`src/rtl/trng_pool.sv`:
```
// trng_pool: multi-channel TRNG front end. Synchronised channels are XOR-combined, health-tested,
// optionally von Neumann corrected (build macro TRNG_VN_EN), packed into words behind valid/ready.
module trng_pool #(
   parameter int NUM_CH    = 4,
   parameter int OUT_W     = 8,
   parameter int REP_LIMIT = 16
) (
   input  logic              clk,
   input  logic              n_reset,
   input  logic              en,
   input  logic [NUM_CH-1:0] ent_in,
   input  logic              out_ready,
   output logic              out_valid,
   output logic [OUT_W-1:0]  out_data,
   output logic              health_fail
);
   // state           | meaning
   // PAIR_IDLE       | waiting for the first bit of a von Neumann pair
   // PAIR_HAVE_FIRST | first bit stored, next sample decides emit/discard

   localparam int CNT_W = $clog2(REP_LIMIT + 1);
   localparam int BC_W  = $clog2(OUT_W);
   localparam logic [BC_W-1:0]  LAST_BIT = BC_W'(OUT_W - 1);
   localparam logic [CNT_W-1:0] REP_MAX  = CNT_W'(REP_LIMIT);

   logic [NUM_CH-1:0] sync1_q, sync1_d, sync2_q, sync2_d;
   logic              raw_q, raw_d;
   logic              samp_q, samp_d;
   logic              last_bit_q, last_bit_d;
   logic [CNT_W-1:0]  rep_cnt_q, rep_cnt_d;
   logic              health_fail_q, health_fail_d;
   logic [OUT_W-1:0]  sr_q, sr_d;
   logic [BC_W-1:0]   bit_cnt_q, bit_cnt_d;
   logic              pend_q, pend_d;
   logic              out_valid_q, out_valid_d;
   logic [OUT_W-1:0]  out_data_q, out_data_d;
   logic              emit, emit_bit, slot_free, load;

`ifdef TRNG_VN_EN
   typedef enum logic {PAIR_IDLE, PAIR_HAVE_FIRST} pair_t;
   pair_t pair_q, pair_d;
   logic  first_q, first_d;
`endif

   always_comb begin
      sync1_d    = ent_in;
      sync2_d    = sync1_q;
      raw_d      = en ? ^sync2_q : raw_q;
      samp_d     = en;
      last_bit_d = last_bit_q;
      rep_cnt_d  = rep_cnt_q;

      // A zero count means no sample seen since reset, so the first one always restarts the run.
      if (samp_q) begin
         if ((rep_cnt_q != '0) && (raw_q == last_bit_q)) begin
            if (rep_cnt_q != REP_MAX)
               rep_cnt_d = rep_cnt_q + 1'b1;
         end else begin
            rep_cnt_d  = CNT_W'(1);
            last_bit_d = raw_q;
         end
      end
      health_fail_d = health_fail_q | (rep_cnt_d == REP_MAX);

`ifdef TRNG_VN_EN
      pair_d   = pair_q;
      first_d  = first_q;
      emit     = 1'b0;
      emit_bit = first_q;
      if (!en) begin
         pair_d = PAIR_IDLE;
      end else if (samp_q) begin
         if (pair_q == PAIR_IDLE) begin
            first_d = raw_q;
            pair_d  = PAIR_HAVE_FIRST;
         end else begin
            emit   = (raw_q != first_q);
            pair_d = PAIR_IDLE;
         end
      end
`else
      emit     = samp_q;
      emit_bit = raw_q;
`endif

      sr_d        = sr_q;
      bit_cnt_d   = bit_cnt_q;
      pend_d      = pend_q;
      out_valid_d = out_valid_q;
      out_data_d  = out_data_q;
      load        = 1'b0;
      slot_free   = !out_valid_q || out_ready;

      // A completed word that could not be placed waits in sr; bits arriving meanwhile are lost.
      if (health_fail_q) begin
         out_valid_d = 1'b0;
      end else begin
         if (pend_q) begin
            if (slot_free) begin
               load      = 1'b1;
               pend_d    = 1'b0;
               bit_cnt_d = '0;
            end
         end else if (emit) begin
            sr_d = {sr_q[OUT_W-2:0], emit_bit};
            if (bit_cnt_q == LAST_BIT) begin
               if (slot_free) begin
                  load      = 1'b1;
                  bit_cnt_d = '0;
               end else begin
                  pend_d = 1'b1;
               end
            end else begin
               bit_cnt_d = bit_cnt_q + 1'b1;
            end
         end

         if (load) begin
            out_data_d  = sr_d;
            out_valid_d = 1'b1;
         end else if (out_valid_q && out_ready) begin
            out_valid_d = 1'b0;
         end
      end
   end

   always_ff @(posedge clk) begin
      if (!n_reset) begin
         sync1_q       <= '0;
         sync2_q       <= '0;
         raw_q         <= 1'b0;
         samp_q        <= 1'b0;
         last_bit_q    <= 1'b0;
         rep_cnt_q     <= '0;
         health_fail_q <= 1'b0;
         sr_q          <= '0;
         bit_cnt_q     <= '0;
         pend_q        <= 1'b0;
         out_valid_q   <= 1'b0;
         out_data_q    <= '0;
`ifdef TRNG_VN_EN
         pair_q        <= PAIR_IDLE;
         first_q       <= 1'b0;
`endif
      end else begin
         sync1_q       <= sync1_d;
         sync2_q       <= sync2_d;
         raw_q         <= raw_d;
         samp_q        <= samp_d;
         last_bit_q    <= last_bit_d;
         rep_cnt_q     <= rep_cnt_d;
         health_fail_q <= health_fail_d;
         sr_q          <= sr_d;
         bit_cnt_q     <= bit_cnt_d;
         pend_q        <= pend_d;
         out_valid_q   <= out_valid_d;
         out_data_q    <= out_data_d;
`ifdef TRNG_VN_EN
         pair_q        <= pair_d;
         first_q       <= first_d;
`endif
      end
   end

   assign out_valid   = out_valid_q;
   assign out_data    = out_data_q;
   assign health_fail = health_fail_q;

endmodule

```
`config.mk`:
```
export PLATFORM = sky130hd
export DESIGN_NAME = trng_pool
export DESIGN_NICKNAME = d
export VERILOG_FILES = /design/src/rtl/trng_pool.sv
export SDC_FILE = /design/constraint.sdc
export NUM_CORES = 1
export LEC_CHECK = 0
export BUFFER_PORTS_ARGS = -buffer_cell sky130_fd_sc_hd__buf_2
export CAP_MARGIN = 25
export CORE_MARGIN = 2
export CORE_UTILIZATION = 40
export CTS_CLUSTER_DIAMETER = 200
export DETAILED_ROUTE_END_ITERATION = 6
export GPL_TIMING_DRIVEN = 0
export HOLD_SLACK_MARGIN = 0.05
export SKIP_LAST_GASP = 1
export SYNTH_ARGS = -nofsm -noshare
export SYNTH_HDL_FRONTEND = slang
export SYNTH_SLANG_ARGS = --single-unit
```
`constraint.sdc`:
```
create_clock -name clk -period 3.6 [get_ports clk]
set_input_delay 1.08 -clock clk [delete_from_list [all_inputs] [get_ports clk]]
set_output_delay 1.08 -clock clk [all_outputs]
set_load 0.03 [all_outputs]
```
# Yosys cells after proc, flatten, opt, wreduce, memory -nomap -nowiden

Index checks and enable logic that the tools add are counted.

Register bits after elaboration: 38

$add $sub $neg: 2
Bitwise logic cells: 4
Mux-type cells: 20
Equality and inequality tests: 4
Reduce and logical (&&, ||, !) cells: 12

Operator list:

| operator              | number |
|---|---|
| $mux W8               | 2 |
| $mux W5               | 3 |
| $mux W3               | 4 |
| $mux W1               | 11 |
| $reduce_and A2 Y1     | 3 |
| $add A5 B1 Y5 const B | 1 |
| $eq A5 B5 Y1 const B  | 1 |
| $ne A5 B5 Y1 const B  | 1 |
| $reduce_bool A5 Y1    | 1 |
| $reduce_bool A2 Y1    | 2 |
| $reduce_xor A4 Y1     | 1 |
| $add A3 B1 Y3 const B | 1 |
| $eq A3 B3 Y1 const B  | 1 |
| $not A1 Y1            | 3 |
| $logic_and A1 B1 Y1   | 2 |
| $reduce_or A2 Y1      | 1 |
| $eq A1 B1 Y1          | 1 |
| $logic_not A1 Y1      | 1 |
| $logic_or A1 B1 Y1    | 1 |
| $or A1 B1 Y1          | 1 |

# Logic depth before layout (Yosys ltp)

Depth after elaboration: 8
Depth in mapped cells: 7

# Least setup slack after synthesis

Ideal clock, no wire load.

Kind: input to register
Start point: in out_ready
End point: reg out_data_q[5] (netlist: out_data[5])
Required time: 3484 ps
Library setup time: 116 ps
Buffers on the path: 1
Path slack: 1667 ps
Stages: 5
Data arrival time: 1817 ps
Path through: nor2b_1 -> nor3_2 -> buf_2 -> nand2_1 -> o211a_1

Cells in the longest elaborated chain, start to end: 7

Ends and longest elaborated chain:

| what                            | RTL line | text |
|---|---|---|
| from (decl)                     | 12       | `input logic out_ready,` |
| $logic_or A1 B1 Y1 (*)          | 92       | `slot_free = !out_valid_q \|\| out_ready;` |
| $mux W1 (*)                     | 99, 107  |  |
| $mux W1                         | 106      | `if (bit_cnt_q == LAST_BIT) begin` |
| $mux W1                         | 104      | `end else if (emit) begin` |
| $mux W1 (*)                     | 98       | `if (pend_q) begin` |
| $mux W1 (*)                     | 95       | `if (health_fail_q) begin` |
| $reduce_and A2 Y1 (no line) (*) | -        |  |
| to (signal assigned)            | 157      | `out_data_q <= out_data_d;` |
| to (decl)                       | 36       | `logic [OUT_W-1:0] out_data_q, out_data_d;` |

Every way passes the cells marked *; elsewhere a longest branch is shown, timed or not. The select of a mux whose other input is x is not followed.
A chain may end at the register's enable or synchronous reset.

# Final worst setup path

Start point: reg health_fail_q (netlist: health_fail)
End point: out health_fail

RTL lines:

| what                   | RTL line | text |
|---|---|---|
| from (decl)            | 31       | `logic health_fail_q, health_fail_d;` |
| from (signal assigned) | 152      | `health_fail_q <= health_fail_d;` |
| to (decl)              | 15       | `output logic health_fail` |

No word-level cell between the ends.

==> summary.md <==
| Metric | Value |
|---|---|
| CP Data Arrival Time | `0.97 ns` |
| Antenna violations before repair | `0` |
| Buffers on Ports | `16` |
| RR Startpoint | `bit_cnt_q[0]` |
| Slowest-stage cell, CP | `dfxtp_1` |
| Clk_lat worst skew | `about 0.29 ns` |
| R2r endpoint | `out_data[5]` |
| Post-Synthesis Cells | `~170` |
| RSZ-0062 raised after global routing | `no` |
| Final non-filler cell total | `241` |
| Final Skew | `around 0.0046 ns` |
| Post CTS Setup Buffer Count | `0` |
| CTS Sinks | `38` |
| CTS tree | `done` |
| Vias in the first global route | `about 1100` |
| Area delta synth->final | `13.6%` |
| I/O pin total | `18` |
| Worst min path class | `reg2reg` |
| Post-Place Cells | `234` |
| Peak VDD IR | `roughly 0.2 mV` |
| Critical path launch point type | `register` |
| Leading area contributor after synthesis | `dfxtp_1` |
| Final Util | `46.7%` |
| Fillers | `between 300 and 400` |
| Fmax | `~490 MHz` |
| Post-route minimum period | `2.05 ns` |
| GPL Wtd Cong | `between 0.7 and 0.8` |
| Worst-path cell chain | `buf_2` |
| Final setup fails | `0` |
| Vert. Die Dim | `between 60 and 70 um` |
| CP top delay family | `flip-flops` |
| Hold EP | `sync2_q[0]` |
| DRT Pass-1 Iters | `4` |
| Max-cap violation count | `0` |
| Power density over the cells | `407 nW/um2` |
| Synth top area cells | `dfxtp_1 (47%), mux2i_1 (6.7%), o211a_1 (5.5%)` |
| Synthesized area per cell | `a little under 10 um2` |
| Post-synth cell types | `38` |
| Setup_tns | `0 ns` |
| Fin crit share | `between 50% and 60%` |
| H-Tree Depth | `2` |
| Area share of the leading cell type in the synthesized netlist | `a little under half` |
| Syn_nets | `180` |
| Die area | `~4600 um2` |
| Synthesized area | `roughly 1600 um2` |
| Clock Tree Root | `clkbuf_8` |
| Total gr overflow | `0` |
| GRT Overall Usage | `between 10% and 20%` |
| 1st-iter DRT viols | `55` |
| Via count | `1230` |
| Leak | `about 0.87 nW` |
| Core Area | `3970 um2` |
| CP Class | `reg2out` |
| Num CTS Buffers | `5` |
| Vias per inst | `5.10` |
| Max-slew violation count | `0` |
| Initial Util | `41.1%` |
| Asr flop ratio synth | `0%` |
| Drt wl/cell | `about 12 um` |
| DP Wirelength | `around 2100 um` |
| Site Rows | `23` |
| Width of the die | `67.9 um` |
| Hold path depth | `1` |
| CP Buf/Inv Count | `1` |
| Most frequent cell after synthesis | `dfxtp_1` |
| Worst-path fanout max | `5` |
| Sequential share of the synthesized area | `between 40 and 50%` |
| Total wire length | `2920 um` |
| Drt drc | `0` |
| Hold-fix buffers, CTS | `0` |
| Worst hold start | `sync1_q[0]` |
| CP endpoint kind | `output port` |
| CP peak stage delay | `~0.44 ns` |
| Ratio of cells with drive above 1 in the final layout | `roughly 18%` |
| Slew headroom | `68.2%` |
| Final #Nets | `203` |
| Largest net degree at the start of global routing | `12` |
| Post-synth EDFFs | `0` |
| Post-cts resize count | `0` |
| Antenna Nets Post-Route | `0` |
| Worst r2r path cells | `7` |
| ANT cells | `0` |
| Clock buffer depth | `2` |
| Synth Register Bits | `38` |
| First-pass GRT wire length | `roughly 4800 um` |
| Primary FF master, synth | `dfxtp_1` |
| Actual slew at the worst max-slew pin | `around 0.47 ns` |
| CP required | `approximately 2.5 ns` |
| Clk pin slew, worst setup/hold paths | `0.07 ns` |
| Commonest cells post-synth | `dfxtp_1 (38), nand2_1 (20), and2_1 (11), mux2i_1 (11), o21ai_0 (10)` |
| Status | `finished clean` |
| Synth warnings | `0` |
| Reg-to-reg slack, setup | `1.80 ns` |
| Count of final hold-check violations | `0` |
[cell families (layout without fill, tap and decap cells)]
group | count (synthesis) | after routing | share of synthesized area [%]
AO/OA/AOI/OAI | 41 | 41 | 18.7
XOR/XNOR | 5 | 5 | 3.14
adder cells (fa/ha/maj) | 4 | 4 | 3.07
buffers and inverters | 14 | 37 | 3.60
flip-flops | 38 | 38 | 46.6
multiplexers | 11 | 11 | 6.74
AND/OR/NAND/NOR | 55 | 55 | 18.2
[sequential cells by signal (all words and copies together), names as in the netlist]
register     cells
emit_bit         1
sync2_q          4
sr_q             8
rep_cnt_q        5
out_data         8
emit             1
pend_q           1
bit_cnt_q        3
sync1_q          4
health_fail      1
last_bit_q       1
out_valid        1
[area by class of cell]
| cell class | count | area, um2 | area share, % |
|---|---|---|---|
| inverter | 4 | 15.0 | 0.810 |
| sequential | 38 | 761 | 41.0 |
| multi-input combinational | 116 | 813 | 43.9 |
| tap | 50 | 62.6 | 3.37 |
| clock inverter | 2 | 10.0 | 0.540 |
| buffer | 10 | 43.8 | 2.36 |
| clock buffer | 5 | 68.8 | 3.71 |
| timing repair buffer | 16 | 80.1 | 4.32 |
[layer usage]
layer	vias to the layer above	part of all wire [%]	track usage, %
met4	0	1.4	5.25
met5	-	0	0
met3	5	4.6	6.41
li1	631	-	-
met2	20	45	21.0
met1	574	49	18.5
[how the worst max path moves through the flow]
stage,from,end,slack (ns),depth (start not counted)
after floorplan,out_ready,out_data[5],1.67,5
after global placement,out_ready,out_data[5],1.38,6
after detailed placement,out_ready,out_data[7],1.36,6
after CTS,health_fail,health_fail,1.55,1
after global routing,health_fail,health_fail,1.50,1
final,health_fail,health_fail,1.55,1
[cells in the final DEF (no fill, tap or decap)]
| cell | instances |
|---|---|
| dfxtp_1 | 38 |
| buf_2 | 21 |
| nand2_1 | 20 |
| and2_1 | 11 |
| mux2i_1 | 11 |
| o21ai_0 | 10 |
| o211a_1 | 9 |
| a21boi_0 | 8 |
| nor2b_1 | 6 |
| clkbuf_1 | 5 |
| nor2_1 | 5 |
| clkbuf_8 | 5 |
| inv_1 | 4 |
| ha_1 | 4 |
| and3_1 | 3 |
| xnor2_1 | 3 |
| o21ai_1 | 2 |
| nand2b_1 | 2 |
| a22oi_1 | 2 |
| clkinv_2 | 2 |
| nand4_1 | 1 |
| xor2_1 | 1 |
| xor2_2 | 1 |
| nor4b_1 | 1 |
| nor4bb_1 | 1 |
| a21o_1 | 1 |
| nand4bb_1 | 1 |
| a211oi_1 | 1 |
| a21oi_2 | 1 |
| nand3_1 | 1 |
| o22a_1 | 1 |
| o221a_2 | 1 |
| a32o_1 | 1 |
| nor2_2 | 1 |
| o221ai_1 | 1 |
| a31oi_1 | 1 |
| a21oi_1 | 1 |
| nor3_2 | 1 |
| o22ai_1 | 1 |
| and2_2 | 1 |
[metrics by stage]
step           instance area, um2  hold WS, ns  setup WS, ns  power [mW]
2_1_floorplan                1630        0.412          1.67       0.482
6_report                     1850        0.435          1.55       0.756
3_3_place_gp                 1780        0.423          1.38       0.494
3_5_place_dp                 1780        0.421          1.36       0.496
4_1_cts                      1850        0.440          1.55       0.767
5_1_grt                      1850        0.444          1.50       0.791
[report_power, final]
| part | leakage [nW] | switching, mW | internal, mW |
|---|---|---|---|
| registers | 0.309 | 0.00553 | 0.429 |
| logic | 0.521 | 0.0271 | 0.0235 |
| clock network | 0.0438 | 0.141 | 0.130 |
Note: power is estimated with default switching activity, not from simulation.
